### config.mk
export PLATFORM = sky130hd
export DESIGN_NAME = ckong_dl_ctrl
export DESIGN_NICKNAME = d
export VERILOG_FILES = /design/src/rtl/ckong_dl_ctrl.sv
export SDC_FILE = /design/constraint.sdc
export NUM_CORES = 1
export LEC_CHECK = 0
export ABC_AREA = 0
export CAP_MARGIN = 20
export CELL_PAD_IN_SITES_DETAIL_PLACEMENT = 0
export CELL_PAD_IN_SITES_GLOBAL_PLACEMENT = 2
export CORE_UTILIZATION = 32
export DETAILED_ROUTE_END_ITERATION = 7
export GPL_ROUTABILITY_DRIVEN = 0
export PLACE_DENSITY_LB_ADDON = 0.1
export SLEW_MARGIN = 20
export SYNTH_ARGS = -nofsm -noshare
export SYNTH_HDL_FRONTEND = slang
export SYNTH_SLANG_ARGS = --single-unit
export TNS_END_PERCENT = 1
### constraint.sdc
create_clock -name clk_sys -period 4.1 [get_ports clk_sys]
set_clock_uncertainty 0.2 [all_clocks]
set_input_delay 0.615 -clock clk_sys [delete_from_list [all_inputs] [get_ports clk_sys]]
set_output_delay 0.615 -clock clk_sys [all_outputs]
set_load 0.005 [all_outputs]
### src/rtl/ckong_dl_ctrl.sv
// ckong_dl_ctrl: ROM download sequencer for the Crazy Kong core.
//   Decodes ioctl download bytes into CPU / GFX / colour-PROM write ports,
//   checks the image length and keeps the core in reset until a complete
//   image has been loaded and a settle delay has elapsed. User resets use
//   the same hold path.
// Ports:
//   clk_sys, reset          system clock, synchronous active-high reset
//   user_reset              menu/button reset request (level)
//   ioctl_download/wr/addr/dout  HPS download bus
//   rom_addr, rom_data      region-local address and data of the last write
//   cpu_rom_we, gfx_rom_we, prom_we  one-cycle write pulses per region
//   core_reset              reset to the core
//   dl_done, dl_error       image loaded / last download had a wrong length
module ckong_dl_ctrl #(
   parameter logic [16:0] CPU_END     = 17'h06000,
   parameter logic [16:0] GFX_END     = 17'h0A000,
   parameter logic [16:0] PROM_END    = 17'h0A040,
   parameter int unsigned HOLD_CYCLES = 256
) (
   input  logic        clk_sys,
   input  logic        reset,
   input  logic        user_reset,
   input  logic        ioctl_download,
   input  logic        ioctl_wr,
   input  logic [24:0] ioctl_addr,
   input  logic [7:0]  ioctl_dout,
   output logic [16:0] rom_addr,
   output logic [7:0]  rom_data,
   output logic        cpu_rom_we,
   output logic        gfx_rom_we,
   output logic        prom_we,
   output logic        core_reset,
   output logic        dl_done,
   output logic        dl_error
);
   localparam int CW = $clog2(HOLD_CYCLES);
   localparam logic [CW-1:0] HOLD_LD = CW'(HOLD_CYCLES - 1);
   typedef enum logic [2:0] {IDLE, LOAD, CHECK, HOLD, RUN} state_t;
   state_t state;
   logic dl_prev;
   logic [17:0] byte_cnt;
   logic [CW-1:0] hold_cnt;
   logic dl_rise, accept, hi, in_cpu, in_gfx, in_prom;
   logic [16:0] lo;
   assign dl_rise = ioctl_download & ~dl_prev;
   // a strobe coinciding with the download rise belongs to the new image
   assign accept  = ioctl_wr & ioctl_download & ((state == LOAD) | dl_rise);
   assign hi      = |ioctl_addr[24:17];
   assign lo      = ioctl_addr[16:0];
   assign in_cpu  = ~hi & (lo < CPU_END);
   assign in_gfx  = ~hi & (lo >= CPU_END) & (lo < GFX_END);
   assign in_prom = ~hi & (lo >= GFX_END) & (lo < PROM_END);
   always_ff @(posedge clk_sys) begin
      if (reset) begin
         state      <= IDLE;
         dl_prev    <= 1'b0;
         byte_cnt   <= '0;
         hold_cnt   <= '0;
         rom_addr   <= '0;
         rom_data   <= '0;
         cpu_rom_we <= 1'b0;
         gfx_rom_we <= 1'b0;
         prom_we    <= 1'b0;
         core_reset <= 1'b1;
         dl_done    <= 1'b0;
         dl_error   <= 1'b0;
      end else begin
         dl_prev    <= ioctl_download;
         cpu_rom_we <= accept & in_cpu;
         gfx_rom_we <= accept & in_gfx;
         prom_we    <= accept & in_prom;
         if (accept & (in_cpu | in_gfx | in_prom)) begin
            rom_addr <= in_cpu ? lo : in_gfx ? lo - CPU_END : lo - GFX_END;
            rom_data <= ioctl_dout;
         end
         if (dl_rise) begin
            state      <= LOAD;
            byte_cnt   <= {17'd0, accept};
            dl_error   <= 1'b0;
            dl_done    <= 1'b0;
            core_reset <= 1'b1;
         end else begin
            case (state)
               IDLE: core_reset <= 1'b1;
               LOAD: begin
                  if (accept && byte_cnt != '1) byte_cnt <= byte_cnt + 1'b1;
                  if (!ioctl_download) state <= CHECK;
               end
               CHECK: begin
                  if (byte_cnt == {1'b0, PROM_END}) begin
                     state    <= HOLD;
                     hold_cnt <= HOLD_LD;
                  end else begin
                     state    <= IDLE;
                     dl_error <= 1'b1;
                  end
               end
               HOLD: begin
                  // a held user reset keeps restarting the settle delay
                  if (user_reset) hold_cnt <= HOLD_LD;
                  else if (hold_cnt == '0) begin
                     state      <= RUN;
                     core_reset <= 1'b0;
                     dl_done    <= 1'b1;
                  end else hold_cnt <= hold_cnt - 1'b1;
               end
               RUN: begin
                  if (user_reset) begin
                     state      <= HOLD;
                     hold_cnt   <= HOLD_LD;
                     core_reset <= 1'b1;
                  end
               end
               default: state <= IDLE;
            endcase
         end
      end
   end
endmodule

==> metrics <==
status finished, final reports clean; Synth-to-Final Area Change 32.7%; post-synthesis adder-cell area fraction 2.86%; CP endpoint kind flip-flop; Worst EP arrival 3.07 ns; row count 35; Leakage Power 1.36 nW; Slew HR 50.7%; Post-Syn Area per Cell 8.92 um2; die extent in y 99.8 um; pin count of the biggest net entering global routing 37; # DRC 0; PD cells 330 nW/um2; DRT Pass-1 Iters 4; fraction of registers with async set/reset 0%; Cell Area, Synth 3060 um2; WHS Endpoint dl_done$_SDFFE_PP0P_; Cell variety after synth 59; Worst Setup Path Type input pin to flip-flop; Post-synth EDFFs 0; crit path launch ioctl_addr[21]; CTS resizes 0; Simple-Gate Fraction of Synth Area 25.6%; reg2reg start state[0]$_SDFFE_PP0P_; Seq/Total Area, Yosys 39.9%; clk slew on worst S/H paths 0.07 ns; Detailed Route WL 7730 um; Syn Nets 388; Clock Latency Late Sink 0.34 ns; Yosys warnings 0; Synth Area in Compound Gates 15.9%; Starting Density 33.1%; Worst Path Required 4.11 ns; total overflow reported by the global router 0; Worst R2R End rom_addr[7]$_SDFFE_PP0P_; Vias 2689; Hold Crit Depth 2; cells on worst reg2reg path 5; R2R setup slack 1.62 ns; DR vias/cell 4.92; worst vdd ir 0.153 mV; number of buffers inserted by post-CTS setup repair 0; total of max-cap violations 0; # IOs 69; antenna violations before repair 0; Worst Tran Pin Value 0.737 ns; non-filler instance count after layout 547; CTS Buf Count 9; RSZ-0062 raised after global routing false; shortest period the worst path allows 3.06 ns; area post-placement 3840 um2; HP Start dl_done$_SDFFE_PP0P_; clk root buf clkbuf_8; wire per inst 14.1 um; XOR/XNOR Fraction of Synth Area 2.86%; leading cell type in the layout, fill and taps excluded clkdlybuf4s50_1; Cells after Synth 343; Die ar. 9960 um2; ANT cells 0; placed wire-length estimate 5500 um; CP Launch Type input pin; CTS max path bufs 2; PortBufs 68; setup TNS 0 ns; f_max 0.327 GHz; Post-CTS Hold Fix Bufs 0; Detail Route Antenna Nets 0; Core ar. 9240 um2; Die Wd 99.8 um; # placed instances 531; post-route clock period utilization 74.6%; commonest non-fill, non-tap cells in the layout clkdlybuf4s50_1, dfxtp_1, nor2_1, mux2i_1, a21oi_1; worst hold path class flip-flop to flip-flop; GRT Resource Usage Total 17.0%; CTS tree done; CTS H-tree lvls 3; vias in the first global route 2650; fin. max-slew vios 0; crit-path max FO 8; Clock Sinks 61; main combinational cell family by area after synthesis simple AND/OR/NAND/NOR gates; Final setup viols 0; Tot Pwr 0.00134 W; layout cells sized above 1 9.57%; global-route wire length before repair 13300 um; Synth Flop Type dfxtp_1; post-synthesis mux area share 7.85%; FF+latch count, synth 61; final layout net count 458; DRT iter0 DRCs 84; final hold vios 0; Post-Layout Inst Area 4060 um2
## layout make-up
type                       instances  area (um2)
fill                             939        5180
multi-input combinational        257        1690
sequential                        61        1220
timing repair buffer              72         723
tap                              129         161
clock buffer                      12         155
clock inverter                     4        70.1
inverter                          12        45.0
## report_power, final
group          leakage (nW)  total, W  internal (W)  switching [W]
clock                 0.116  0.000621      0.000374       0.000247
combinational         0.755  0.000115     0.0000583      0.0000567
sequential            0.492  0.000604      0.000598     0.00000682
total                  1.36   0.00134       0.00103       0.000310
## worst max-delay path, stage by stage
cell,delay (ns)
clkdlybuf4s50_1,0.39
nor4_1,0.40
nand3_1,0.36
a2111oi_4,0.77
buf_4,0.28
mux2i_1,0.19
nor2_1,0.05
## cell usage after synthesis, drive strengths merged (2+ instances only)
library cell / count / area, um2
a211oi: 5 / 52.6
nor2b: 4 / 25.0
a31oi: 4 / 25.0
nand2b: 3 / 18.8
nand3: 11 / 55.1
or4: 2 / 18.8
a21oi: 23 / 119
o221a: 2 / 31.3
nor4: 7 / 43.8
and2: 3 / 18.8
clkbuf: 7 / 26.3
a2111oi: 2 / 42.5
and4: 3 / 26.3
dfxtp: 61 / 1220
nand4: 8 / 50.1
o21ai: 11 / 55.1
nand2: 19 / 71.3
nor2: 52 / 200
buf: 5 / 73.8
a31o: 2 / 17.5
or2: 3 / 18.8
or3: 4 / 25.0
nor3: 17 / 90.1
nor3b: 3 / 22.5
nor4b: 3 / 26.3
mux2i: 24 / 240
o211a: 2 / 20.0
and3: 4 / 25.0
a311oi: 3 / 26.3
ha: 7 / 87.6
xnor2: 9 / 78.8
inv: 12 / 45.0
## through the flow
step	utilization (%)	worst slack (ns)	hold WS (ns)
floorplan	-	1.54	0.242
global placement	41.5	0.656	0.240
detailed placement	41.5	0.622	0.241
CTS	44.0	0.971	0.252
global route	44.0	0.804	0.273
finish	44.0	1.04	0.247
## registers in the layout (all words and copies together), names as in the netlist, 3 cells and up
name / count
hold_cnt: 8
byte_cnt: 18
rom_addr: 17
rom_data: 8
state: 3
## worst max path at each step
stage | slack [ns] | to
after global placement | 0.66 | rom_addr[8]$_SDFFE_PP0P_
after detailed placement | 0.62 | rom_addr[9]$_SDFFE_PP0P_
after floorplan | 1.54 | rom_addr[0]$_SDFFE_PP0P_
after CTS | 0.97 | rom_addr[7]$_SDFFE_PP0P_
after global routing | 0.80 | rom_addr[6]$_SDFFE_PP0P_
final | 1.04 | rom_addr[7]$_SDFFE_PP0P_
## cells by family (layout without fill, tap and decap cells)
group,after synthesis,after routing
and+or+nand+nor,151,151
AOI/OAI and AO/OA,65,65
DFF,61,61
buffers and inverters,25,100
muxes,24,24
xor gates and xnor gates,10,10
adders and majority gates,7,7
## metal layers
metal | GRT usage (%) | wire, um
met1 | 22.7 | 3770
met2 | 25.6 | 3350
met3 | 6.41 | 538
met4 | 4.75 | 67
met5 | 0 | 0
(Power assumes the default switching activity.)
